File: config.mk
export PLATFORM = sky130hd
export DESIGN_NAME = bin_to_bcd_seq_flat
export DESIGN_NICKNAME = d
export VERILOG_FILES = /design/src/rtl/bin_to_bcd_if.sv /design/src/rtl/bin_to_bcd_seq.sv /design/src/flat_wrapper.sv
export SDC_FILE = /design/constraint.sdc
export NUM_CORES = 1
export LEC_CHECK = 0
export ABC_AREA = 1
export BUFFER_PORTS_ARGS = -buffer_cell sky130_fd_sc_hd__buf_2
export CORE_UTILIZATION = 30
export CTS_CLUSTER_SIZE = 12
export DETAILED_ROUTE_END_ITERATION = 7
export PLACE_DENSITY = 0.44
export SLEW_MARGIN = 20
export SYNTH_ARGS = -nofsm -noshare
export SYNTH_HDL_FRONTEND = slang
export SYNTH_SLANG_ARGS = --single-unit
File: constraint.sdc
create_clock -name clk_100MHz -period 1.4 [get_ports clk_100MHz]
set_clock_uncertainty 0.1 [all_clocks]
set_input_delay 0.28 -clock clk_100MHz [delete_from_list [all_inputs] [get_ports clk_100MHz]]
set_output_delay 0.28 -clock clk_100MHz [all_outputs]
set_load 0.01 [all_outputs]
File: src/rtl/bin_to_bcd_if.sv
// Handshake and result bundle between the calculator core and the BCD converter.
// The master drives start/bin_in; the slave (the converter) returns status and digits.
interface bin_to_bcd_if #(
  parameter int WIDTH = 14
);
  logic             start;
  logic [WIDTH-1:0] bin_in;
  logic             busy;
  logic             done;
  logic             ovf;
  logic [3:0]       out1;
  logic [3:0]       out2;
  logic [3:0]       out3;
  logic [3:0]       out4;

  modport master (
    output start, bin_in,
    input  busy, done, ovf, out1, out2, out3, out4
  );

  modport slave (
    input  start, bin_in,
    output busy, done, ovf, out1, out2, out3, out4
  );
endinterface

File: src/rtl/bin_to_bcd_seq.sv
// Iterative double-dabble converter: one shift-add-3 step per clock, results held
// in output registers so the display only ever sees complete values.
module bin_to_bcd_seq #(
  parameter int WIDTH = 14
) (
  input  logic         clk_100MHz,
  input  logic         reset,
  bin_to_bcd_if.slave  bus
);

  typedef enum logic [1:0] {
    S_IDLE  = 2'd0,
    S_SHIFT = 2'd1,
    S_DONE  = 2'd2
  } state_t;

  state_t           state_q, state_d;
  logic [WIDTH-1:0] shift_q, shift_d;
  logic [15:0]      bcd_q, bcd_d;
  logic [3:0]       count_q, count_d;
  logic             ovf_pend_q, ovf_pend_d;
  logic [15:0]      digits_q, digits_d;
  logic             ovf_q, ovf_d;
  logic             done_q, done_d;
  logic [15:0]      bcd_adj;

  // Add-3 correction on every nibble in parallel, applied before each shift.
  for (genvar gi = 0; gi < 4; gi++) begin : g_adj
    assign bcd_adj[gi*4 +: 4] = (bcd_q[gi*4 +: 4] >= 4'd5) ?
                                (bcd_q[gi*4 +: 4] + 4'd3) : bcd_q[gi*4 +: 4];
  end

  always_comb begin
    state_d    = state_q;
    shift_d    = shift_q;
    bcd_d      = bcd_q;
    count_d    = count_q;
    ovf_pend_d = ovf_pend_q;
    digits_d   = digits_q;
    ovf_d      = ovf_q;
    done_d     = 1'b0;

    unique case (state_q)
      S_IDLE: begin
        if (bus.start) begin
          shift_d    = bus.bin_in;
          bcd_d      = 16'd0;
          count_d    = 4'(WIDTH);
          ovf_pend_d = (32'(bus.bin_in) > 32'd9999);
          state_d    = S_SHIFT;
        end
      end
      S_SHIFT: begin
        // Carry out of the thousands nibble is dropped; overflow is handled by ovf_pend.
        {bcd_d, shift_d} = {bcd_adj[14:0], shift_q, 1'b0};
        count_d          = count_q - 4'd1;
        if (count_q == 4'd1) begin
          state_d = S_DONE;
        end
      end
      S_DONE: begin
        digits_d = ovf_pend_q ? 16'h9999 : bcd_q;
        ovf_d    = ovf_pend_q;
        done_d   = 1'b1;
        state_d  = S_IDLE;
      end
      default: begin
        state_d = S_IDLE;
      end
    endcase
  end

  always_ff @(posedge clk_100MHz or negedge reset) begin
    if (!reset) begin
      state_q    <= S_IDLE;
      shift_q    <= '0;
      bcd_q      <= 16'd0;
      count_q    <= 4'd0;
      ovf_pend_q <= 1'b0;
      digits_q   <= 16'd0;
      ovf_q      <= 1'b0;
      done_q     <= 1'b0;
    end else begin
      state_q    <= state_d;
      shift_q    <= shift_d;
      bcd_q      <= bcd_d;
      count_q    <= count_d;
      ovf_pend_q <= ovf_pend_d;
      digits_q   <= digits_d;
      ovf_q      <= ovf_d;
      done_q     <= done_d;
    end
  end

  assign bus.busy = (state_q == S_SHIFT);
  assign bus.done = done_q;
  assign bus.ovf  = ovf_q;
  assign bus.out1 = digits_q[15:12];
  assign bus.out2 = digits_q[11:8];
  assign bus.out3 = digits_q[7:4];
  assign bus.out4 = digits_q[3:0];

endmodule
File: src/flat_wrapper.sv
// flat-port wrapper written by rule: the top's interface ports become plain ports
module bin_to_bcd_seq_flat 
#(
  parameter int WIDTH = 14
)
  (clk_100MHz, reset, bus_start, bus_bin_in, bus_busy, bus_done, bus_ovf, bus_out1, bus_out2, bus_out3, bus_out4);
  bin_to_bcd_if #(.WIDTH(WIDTH)) bus_i ();
  input  logic clk_100MHz;
  input  logic reset;
  input wire logic [$bits(bus_i.start)-1:0] bus_start;
  input wire logic [$bits(bus_i.bin_in)-1:0] bus_bin_in;
  output wire logic [$bits(bus_i.busy)-1:0] bus_busy;
  output wire logic [$bits(bus_i.done)-1:0] bus_done;
  output wire logic [$bits(bus_i.ovf)-1:0] bus_ovf;
  output wire logic [$bits(bus_i.out1)-1:0] bus_out1;
  output wire logic [$bits(bus_i.out2)-1:0] bus_out2;
  output wire logic [$bits(bus_i.out3)-1:0] bus_out3;
  output wire logic [$bits(bus_i.out4)-1:0] bus_out4;
  assign bus_i.start = bus_start;
  assign bus_i.bin_in = bus_bin_in;
  assign bus_busy = bus_i.busy;
  assign bus_done = bus_i.done;
  assign bus_ovf = bus_i.ovf;
  assign bus_out1 = bus_i.out1;
  assign bus_out2 = bus_i.out2;
  assign bus_out3 = bus_i.out3;
  assign bus_out4 = bus_i.out4;
  bin_to_bcd_seq #(.WIDTH(WIDTH)) u_core (.clk_100MHz(clk_100MHz), .reset(reset), .bus(bus_i));
endmodule
==> impl_metrics.json <==
{
  "syn_inst": 316,
  "clock-sinks": 55,
  "clkSlewWorstSetupHoldPaths_ns": 0.10,
  "path_cells": "nor2_4, buf_6",
  "min_period_ns": 1.38,
  "worstSetupPathType": "flop to output pin",
  "detail-route-antenna-nets": 0,
  "vias": 2227,
  "grt_pass1_vias": 2139,
  "yosys.area.top_type_share_pct": 51.9,
  "final_area_um2": 3260,
  "io_pins": 36,
  "start_kind": "flop",
  "synth-main-ff-cell": "dfrtp_1",
  "hp-class": "input port to flop",
  "worst-path-buf-inv": 1,
  "drt_pass1_iterations": 4,
  "cap_violations": 0,
  "grt_pass1_wl_um": 10500,
  "rsz0062_at_grt": "yes",
  "drc": 0,
  "worst_slew_pin_slew_ns": 0.304,
  "synth_edf_count": 0,
  "diodes": 0,
  "syn_avg_cell_area_um2": 8.39,
  "io_buffers": 35,
  "drive_gt1_share_pct": 24.9,
  "fin_ws_ns": 0.0238,
  "synth.area.top_cells": "dfrtp_1 (52%), nand2_1 (15%), nand3_1 (6.0%), ha_1 (4.7%), inv_1 (3.7%)",
  "crit_family": "flip-flops",
  "antenna_found_initial": 0,
  "synth_most_common_cell": "nand2_1",
  "min_period_over_period_pct": 98.3,
  "dp_slack_ns": 0.0186,
  "cts_tree": "yes",
  "syn_nets": 343,
  "root_buffer": "clkbuf_8",
  "ys_seq_area_share_pct": 51.9,
  "fin_nets": 403,
  "ys_ff_latch": 55,
  "place_congestion": 0.812,
  "cp.arrival_ns": 1.00,
  "async_flop_share_pct": 100,
  "drtIter0Drc": 86,
  "critPathSlowestCell": "dfrtp_2",
  "cp_max_fo": 3,
  "slowest_delay_ns": 0.45,
  "report.final.hold_viol_count": 0,
  "setup_tns_ns": 0,
  "placed_area_um2": 3040,
  "synthTopCellsByCount": "nand2_1 (105), dfrtp_1 (55), nand3_1 (32)",
  "grt_max_degree": 56,
  "row_count": 33,
  "peakVddDrop_mv": 0.602,
  "synth_cell_types": 23,
  "cts_buffer_depth": 2,
  "ys_warn_count": 0,
  "grt_usage_pct": 14.9,
  "yosysTopAreaCell": "dfrtp_1",
  "powerDensity_nw_per_um2": 1960,
  "die_w_um": 96.0,
  "power.leakage_nw": 1.71,
  "cts_made_buffers": 5,
  "avgRoutedWirePerCell_um": 12.5,
  "fp.dieArea_um2": 9220,
  "setup_violations": 0,
  "core-area_um2": 8380,
  "required_ns": 1.02,
  "dp_hpwl_um": 4100,
  "grt.overflow.total": 0,
  "drv_slew": 0,
  "routed_wl_um": 6040,
  "netlist_area_um2": 2650,
  "htree_levels": 2,
  "start_util_pct": 31.6,
  "die-height_um": 96.0,
  "clock_latency_ns": 0.31,
  "maxClockFrequency_mhz": 727,
  "outcome": "completed",
  "area_growth_pct": 23.0,
  "worstSetupEndpointType": "output pin",
  "viasPerCell": 4.62,
  "relSlewSlack_pct": 79.7
}
-- sequential cells by signal, summed over array words and instances, names as in the netlist --
name,cells
u_core.bus.done,1
u_core.ovf_pend_q,1
u_core.state_q,2
u_core.bus.ovf,1
u_core.count_q,4
u_core.bcd_q,16
u_core.shift_q,14
u_core.digits_q,16
-- cell type report --
cell class / count / area (um^2)
clock buffer: 7 / 96.3
clock inverter: 1 / 7.51
fill: 887 / 5120
inverter: 31 / 124
multi-input combinational: 223 / 1130
sequential: 55 / 1380
tap: 105 / 131
timing repair buffer: 60 / 397
-- worst paths after layout --
kind                                     from                 end  slack (ns)  cells past startpoint
min in group asynchronous               reset  u_core.digits_q[4]        0.39                      3
min                             bus_bin_in[0]   u_core.shift_q[0]        0.08                      3
min reg2reg                u_core.digits_q[5]  u_core.digits_q[5]        0.39                      2
max reg2reg                 u_core.state_q[1]     u_core.bcd_q[8]        0.08                      6
max                         u_core.state_q[1]            bus_busy        0.02                      2
max in group asynchronous               reset   u_core.state_q[1]        0.53                      3
-- logic make-up (layout without fill, tap and decap cells) --
family | count (synthesis) | count (layout) | synth area share, %
simple gates | 174 | 174 | 28.9
fa+ha+maj | 10 | 10 | 4.72
flops | 55 | 55 | 51.9
compound gates | 39 | 39 | 7.83
buf+inv | 38 | 99 | 6.61
-- routing by layer --
metal | track usage, % | routed length (um) | up-vias
met5 | 0 | 0 | -
met4 | 5.10 | 85 | 0
met3 | 2.45 | 178 | 6
met2 | 22.8 | 2700 | 34
met1 | 21.2 | 3070 | 1051
li1 | - | - | 1136
-- where the power goes --
group,internal [mW],switching [mW]
logic,1.16,1.65
clock network,0.452,0.537
registers,2.17,0.412
total,3.78,2.60
-- worst min-delay path: stages --
cell and delay (ns):
buf_2 0.07, nand2_1 0.05, nand2_1 0.06
-- cell usage in the layout, fill, tap and decap left out, types with 7 or more instances in the layout --
master,n
nand2_1,102
dfrtp_1,54
buf_2,34
nand3_1,28
inv_1,22
buf_4,22
nor2_1,19
o21ai_1,15
o21ai_0,10
ha_1,10
a21oi_1,9
inv_2,8
nand4_1,8
clkbuf_8,7
-- metrics by stage --
stage	utilization (%)	power [mW]	hold WS, ns	cells
after global placement	36.3	5.25	0.212	464
after CTS	38.0	6.33	0.0700	476
after global routing	38.9	7.06	0.0775	482
after floorplan	-	4.41	-0.116	316
final	38.9	6.38	0.0750	482
after detailed placement	36.3	5.24	0.209	464
-- repair_timing --
| item | CTS | global route |
|---|---|---|
| endpoints found under the hold margin | 55 | 0 |
| gates resized for setup | 3 | 13 |
| cloned | 0 | 0 |
| hold buffers | 1 | 0 |
| pin swaps | 1 | 2 |
| endpoints found under the setup margin | 1 | 28 |
| setup buffers | 3 | 6 |
(Power assumes the default switching activity.)
